**src/rtl/reg_file.sv**
```systemverilog
// reg_file: a bank of DEPTH registers, each WIDTH bits wide.
// There is one write port with a per-bit write mask. There are two
// combinational read ports, and an optional same-cycle write-through bypass.
// A write to an address >= DEPTH is dropped, and werr is raised for one cycle.
module reg_file #(
  parameter int WIDTH     = 8,
  parameter int DEPTH     = 8,
  parameter int AW        = 3,
  parameter bit BYPASS    = 1'b1,
  parameter bit ZERO_REG0 = 1'b0
) (
  input  logic             clk,
  input  logic             rst,
  input  logic             we,
  input  logic [AW-1:0]    waddr,
  input  logic [WIDTH-1:0] wdata,
  input  logic [WIDTH-1:0] wmask,
  input  logic [AW-1:0]    raddr_a,
  output logic [WIDTH-1:0] rdata_a,
  input  logic [AW-1:0]    raddr_b,
  output logic [WIDTH-1:0] rdata_b,
  output logic             werr
);

  logic [WIDTH-1:0] mem_q [DEPTH];
  logic [WIDTH-1:0] mem_d [DEPTH];
  logic             werr_q;
  logic             werr_d;
  logic             write_active;
  logic             waddr_ok;

  // A write with an all-zero mask changes nothing, so it is treated as no write at all.
  assign write_active = we && (wmask != '0);
  assign waddr_ok     = 32'(waddr) < DEPTH;

  // Next-state contents: merge masked write data into the addressed word.
  // NOTE: every variable gets a default before any conditional update, so no latch is inferred.
  always_comb begin
    mem_d  = mem_q;
    werr_d = write_active && !waddr_ok;
    for (int i = 0; i < DEPTH; i++) begin
      if (write_active && (32'(waddr) == i) && !(ZERO_REG0 && (i == 0))) begin
        mem_d[i] = (mem_q[i] & ~wmask) | (wdata & wmask);
      end
    end
  end

  // Read muxes. With bypass enabled, reads see the post-write word (mem_d).
  // This is suppressed during reset so rdata shows the stored contents until the clearing edge.
  // Unmatched (out-of-range) addresses fall through to 0.
  always_comb begin
    rdata_a = '0;
    rdata_b = '0;
    for (int i = 0; i < DEPTH; i++) begin
      if (32'(raddr_a) == i) rdata_a = (BYPASS && !rst) ? mem_d[i] : mem_q[i];
      if (32'(raddr_b) == i) rdata_b = (BYPASS && !rst) ? mem_d[i] : mem_q[i];
    end
    if (ZERO_REG0 && (raddr_a == '0)) rdata_a = '0;
    if (ZERO_REG0 && (raddr_b == '0)) rdata_b = '0;
  end

  // State update. Synchronous reset takes priority over a write in the same cycle.
  // NOTE: the whole array is reset on purpose (every register must read 0 after reset).
  // That makes this bank flops rather than a RAM macro.
  // NOTE: non-blocking assignments here so all flops update together off the old values.
  always_ff @(posedge clk) begin
    if (rst) begin
      for (int i = 0; i < DEPTH; i++) mem_q[i] <= '0;
      werr_q <= 1'b0;
    end else begin
      for (int i = 0; i < DEPTH; i++) mem_q[i] <= mem_d[i];
      werr_q <= werr_d;
    end
  end

  assign werr = werr_q;

endmodule

```
**config.mk**
```make
export PLATFORM = sky130hd
export DESIGN_NAME = reg_file
export DESIGN_NICKNAME = d
export VERILOG_FILES = /design/src/rtl/reg_file.sv
export SDC_FILE = /design/constraint.sdc
export NUM_CORES = 1
export LEC_CHECK = 0
export CAP_MARGIN = 20
export CORE_MARGIN = 10
export CORE_UTILIZATION = 30
export CTS_BUF_LIST = sky130_fd_sc_hd__clkbuf_4 sky130_fd_sc_hd__clkbuf_8 sky130_fd_sc_hd__clkbuf_16
export DETAILED_ROUTE_END_ITERATION = 12
export PLACE_DENSITY = 0.58
export SLEW_MARGIN = 20
export SYNTH_ARGS = -nofsm -noshare
export SYNTH_HDL_FRONTEND = slang
export SYNTH_SLANG_ARGS = --single-unit
```
**constraint.sdc**
```tcl
create_clock -name clk -period 4.7 [get_ports clk]
set_input_delay 1.41 -clock clk [delete_from_list [all_inputs] [get_ports clk]]
set_output_delay 1.41 -clock clk [all_outputs]
set_load 0.03 [all_outputs]
```
Word level (Yosys, flattened, before mapping)
Cells that the tools add are included.
Word-level totals
  flip-flop bits (word level): 64
  latch bits: 0
  memory bits (writable): 0
  ROM bits: 0
  output and inout bits: 17
  word-level logic and storage cells: 92
  memories kept: 0
Cells by class
  add/subtract/negate cells: 0
  $mul: 0
  divide/modulo/power cells: 0
  $lt $le $gt $ge: 0
  eq/ne operators: 21
  shifts and indexed selects: 0
  muxes and demuxes: 32
  bitwise logic cells: 18
  reduce and logical (&&, ||, !) cells: 13
Operators with widths (count)
  $mux 8: 32
  $and 8x8->8: 9
  $or 8x8->8: 8
  $eq 3x3->1 const B: 12
  $eq 3x2->1 const B: 6
  $eq 3x1->1 const B: 3
  $logic_and 1x1->1: 9
  $logic_not 3->1: 3
  $not 8->8: 1
  $reduce_bool 8->1: 1

Longest topological paths before layout
  word-level depth: 13
  mapped depth: 9

Worst setup path before layout
OpenSTA, ideal clock, no wires.
  kind: input -> output
  from: in waddr[0]
  to: out rdata_a[3]
  arrival time: 3.415 ns
  required time: 3.290 ns
  path slack: -0.125 ns
  stages: 8
  cells stage by stage: buf_6 -> nor4b_4 -> buf_6 -> nand2_2 -> a221oi_1 -> nor2_1 -> a211o_1 -> a222oi_1
On the way
  longest elaborated chain between the ends: 12
  elaborated cells on any way between the ends: 40
Ends and longest elaborated chain
  from (decl): RTL line 15  | input logic [AW-1:0] waddr,
  $logic_not 3->1: RTL line 42  | if (write_active && (32'(waddr) == i) && !(ZERO_REG0 && (i == 0))) begin
  $logic_and 1x1->1: RTL line 42
  $mux 8: RTL line 42
  $mux 8 (8 in series): RTL line 55  | if (32'(raddr_a) == i) rdata_a = (BYPASS && !rst) ? mem_d[i] : mem_q[i];
  $mux 8 *: RTL line 55
  to (decl): RTL line 19  | output logic [WIDTH-1:0] rdata_a,
Mark *: on every way between the ends. The rest lies on a longest branch, timed or not.

Worst setup path in the final report
Ends and elaborated chain as after synthesis.

==> flow_summary.toml <==
[outcome]
outcome = "finished with violations"
violations = "setup timing"

[global_routing]
grt_util_met3_pct = 3.19
use_met2_pct = 26.5
busiest_layer = "met2"
use_met1_pct = 22.1
globalRouteOverflowTotal = 0
grt_max_degree = 46
grt_pass1_wl_um = 31900
grt_use_total_pct = 17.0
antenna_found_initial = 1
grt_pass1_vias = 5599

[worst_setup_path]
crit_end = "rdata_a[3]"
slowest_delay_ns = 0.28
timing.rr.end = "mem_q[40]"
crit_family = "buffers and inverters"
reg2reg_setup_slack_ns = 4.00
cp_cell_sequence = "buf_12 -> buf_12 -> nor4b_4 -> buf_6 -> buf_12 -> nand2_4 -> a221oi_2 -> nor2_1 -> a211o_1 -> a222oi_1 -> buf_4 -> buf_12"
cp_max_fo = 4
worstRegToRegCells = 2
critical_path_class = "primary input to output pin"
worstSetupStartpointType = "primary input"
cpMostUsedCell = "buf_12"
endpoint_kind = "output pin"
worst-path-stages = 12
cp-startpoint = "waddr[0]"
critPathRequiredTime_ns = 3.29
worst_path_max_delay_cell = "a222oi_1"
timing.rr.start = "mem_q[40]"
cp.buffers_inverters = 6
crit_arrival_ns = 3.35

[clock_tree]
htree_levels = 3
insertion_delay_ns = 0.34
hold_buffers = 0
numCtsBuffers = 9
cts_tree = "built"
clock-root-buffer = "clkbuf_16"
clk_path_buf_depth = 2
clkSinkCount = 64
clk_pin_slew_ns = 0.05

[yosys]
synth_top_flop_cell = "dfxtp_1"
synthCells = 723
synth-warning-count = 0
synth-async-reset-ratio_pct = 0
ys_types = 66
synth-edff-count = 0
synth-seq-cells = 64
syn_nets = 751
syn_area_per_cell_um2 = 7.23
ys_seq_area_share_pct = 24.5
netlist_area_um2 = 5220

[sta]
drv_slew = 0
tightestPinTransition_ns = 0.604
fmax_mhz = 210
slew_headroom_pct = 59.7
worst_slack_ns = -0.0638
period_share_pct = 101
layout_min_cycle_time_ns = 4.76
whs_ns = 0.456
hold_violations = 0
setup_viol = 5
skew_ns = 0
rsz0062_at_grt = "true"
setup_tns_ns = -0.210

[floorplanning]
core_area_um2 = 17200
dieArea_um2 = 23100
ios = 45
die_h_um = 152
start_util_pct = 30.4
die_x_um = 152
rows = 48

[power]
p_leak_nw = 3.39
power_density_nw_per_um2 = 214
ir_drop_v = 0.000182
power_w = 0.00177

[min_path]
hold_path.class = "register to register"

[place]
dp_cells = 1050
place_area_um2 = 6930
dp_hpwl_um = 14600
portBuffers = 43
place_congestion = 0.930

[layout]
largestRegisters = "mem_q (64)"
diodes = 0
layout-drive-gt1-share_pct = 38.7
nNetsFinal = 904
largest-register = "mem_q"
finalInstanceArea_um2 = 8270
final_cells = 1106
largest_register_ffs = 64
area_delta_synth_final_pct = 58.3

[run]
maxCapViolations = 0

[route]
post_drt_via_cell_ratio = 5.56
num_vias = 6146
drtIter0Drc = 645
wl_um = 21300
ant_nets = 0
wl_per_cell_um = 19.3
first_pass_iters = 6
route.detailed.drc = 0
==> report_power, final <==
group / total [W] / switching, W / internal [W]
clock network: 0.000707 / 0.000258 / 0.000449
logic: 0.000510 / 0.000269 / 0.000241
registers: 0.000555 / 0.00000494 / 0.000550
total: 0.00177 / 0.000532 / 0.00124
==> cells by family after synthesis <==
logic type	count (synthesis)	synth area share [%]
AO/OA/AOI/OAI	176	22.7
XOR/XNOR	2	0.335
buffers and inverters	85	7.40
flip-flops	64	24.5
multiplexers	70	13.7
other	1	0.0718
AND/OR/NAND/NOR	325	31.3
==> per-stage QoR <==
step,utilization [%],worst slack (ns)
6_report,48.1,-0.0638
5_1_grt,48.1,-0.136
4_1_cts,44.9,-0.103
3_5_place_dp,40.4,-0.634
3_3_place_gp,40.4,-0.593
2_1_floorplan,-,-0.115
==> synthesized netlist by cell type (9+ instances only) <==
master,n,area (um2)
a211oi_1,15,113
a21oi_1,62,310
a221oi_1,22,193
a31oi_1,12,75.1
buf_1,13,48.8
buf_2,15,75.1
clkbuf_1,45,169
dfxtp_1,64,1280
mux2i_1,69,691
nand2_1,147,552
nand2b_1,11,68.8
nand3_1,48,240
nor2_1,53,199
nor2b_1,9,56.3
o21ai_0,19,95.1
==> final cells by class <==
class,count,area [um2]
Clock buffer,13,268
Clock inverter,3,40.0
Fill cell,1643,8910
Inverter,4,15.0
Sequential cell,64,1280
Tap cell,225,282
Multi-Input combinational cell,575,4180
Timing Repair Buffer,222,2210
==> worst min path at each step <==
stage / start / end / slack (ns) / cells past startpoint
floorplan: mem_q[17] / mem_q[17] / 0.43 / 2
global placement: mem_q[1] / mem_q[1] / 0.44 / 2
detailed placement: mem_q[1] / mem_q[1] / 0.45 / 2
CTS: mem_q[1] / mem_q[1] / 0.46 / 2
global route: mem_q[19] / mem_q[19] / 0.49 / 2
finish: mem_q[1] / mem_q[1] / 0.46 / 2
==> worst min-delay path, cell delays in order, from the launching register on <==
cell	delay, ns
dfxtp_1	0.31
nand2_1	0.05
a21oi_1	0.05
==> what timing repair did <==
action / 4_1_cts / 5_1_grt
gates cloned: 3 / 0
setup buffers: 17 / 24
endpoints found under the setup margin: 16 / 16
pin swaps: 28 / 35
resized for setup: 94 / 107
==> cells in the final DEF, fill, tap and decap left out, types with 4 or more instances in the layout <==
| cell type | count |
|---|---|
| nor2b_2 | 5 |
| nand2_1 | 140 |
| a211o_1 | 4 |
| nor2_2 | 4 |
| dfxtp_1 | 64 |
| mux2i_2 | 5 |
| a211oi_1 | 5 |
| buf_4 | 144 |
| a21oi_2 | 6 |
| buf_2 | 4 |
| nand3_1 | 45 |
| and2_1 | 6 |
| a21oi_1 | 55 |
| a31o_2 | 5 |
| o22a_1 | 6 |
| nor2_1 | 49 |
| nand3b_1 | 8 |
| buf_12 | 24 |
| clkbuf_2 | 4 |
| mux2i_1 | 63 |
| clkbuf_16 | 12 |
| a211oi_2 | 10 |
| a31oi_1 | 8 |
| clkdlybuf4s50_1 | 9 |
| a221oi_2 | 20 |
| o21ai_1 | 5 |
| o31ai_1 | 4 |
| nand2_4 | 5 |
| buf_8 | 5 |
| buf_6 | 19 |
| nand2b_1 | 8 |
| o21ai_0 | 14 |
==> layer usage <==
| layer | wire, um | part of all wire [%] | vias up |
|---|---|---|---|
| li1 | - | - | 2917 |
| met1 | 9320 | 44 | 2915 |
| met2 | 9740 | 46 | 264 |
| met3 | 1500 | 7.0 | 48 |
| met4 | 730 | 3.4 | 2 |
| met5 | 13 | 0.061 | - |
Note: power is estimated with default switching activity, not from simulation.
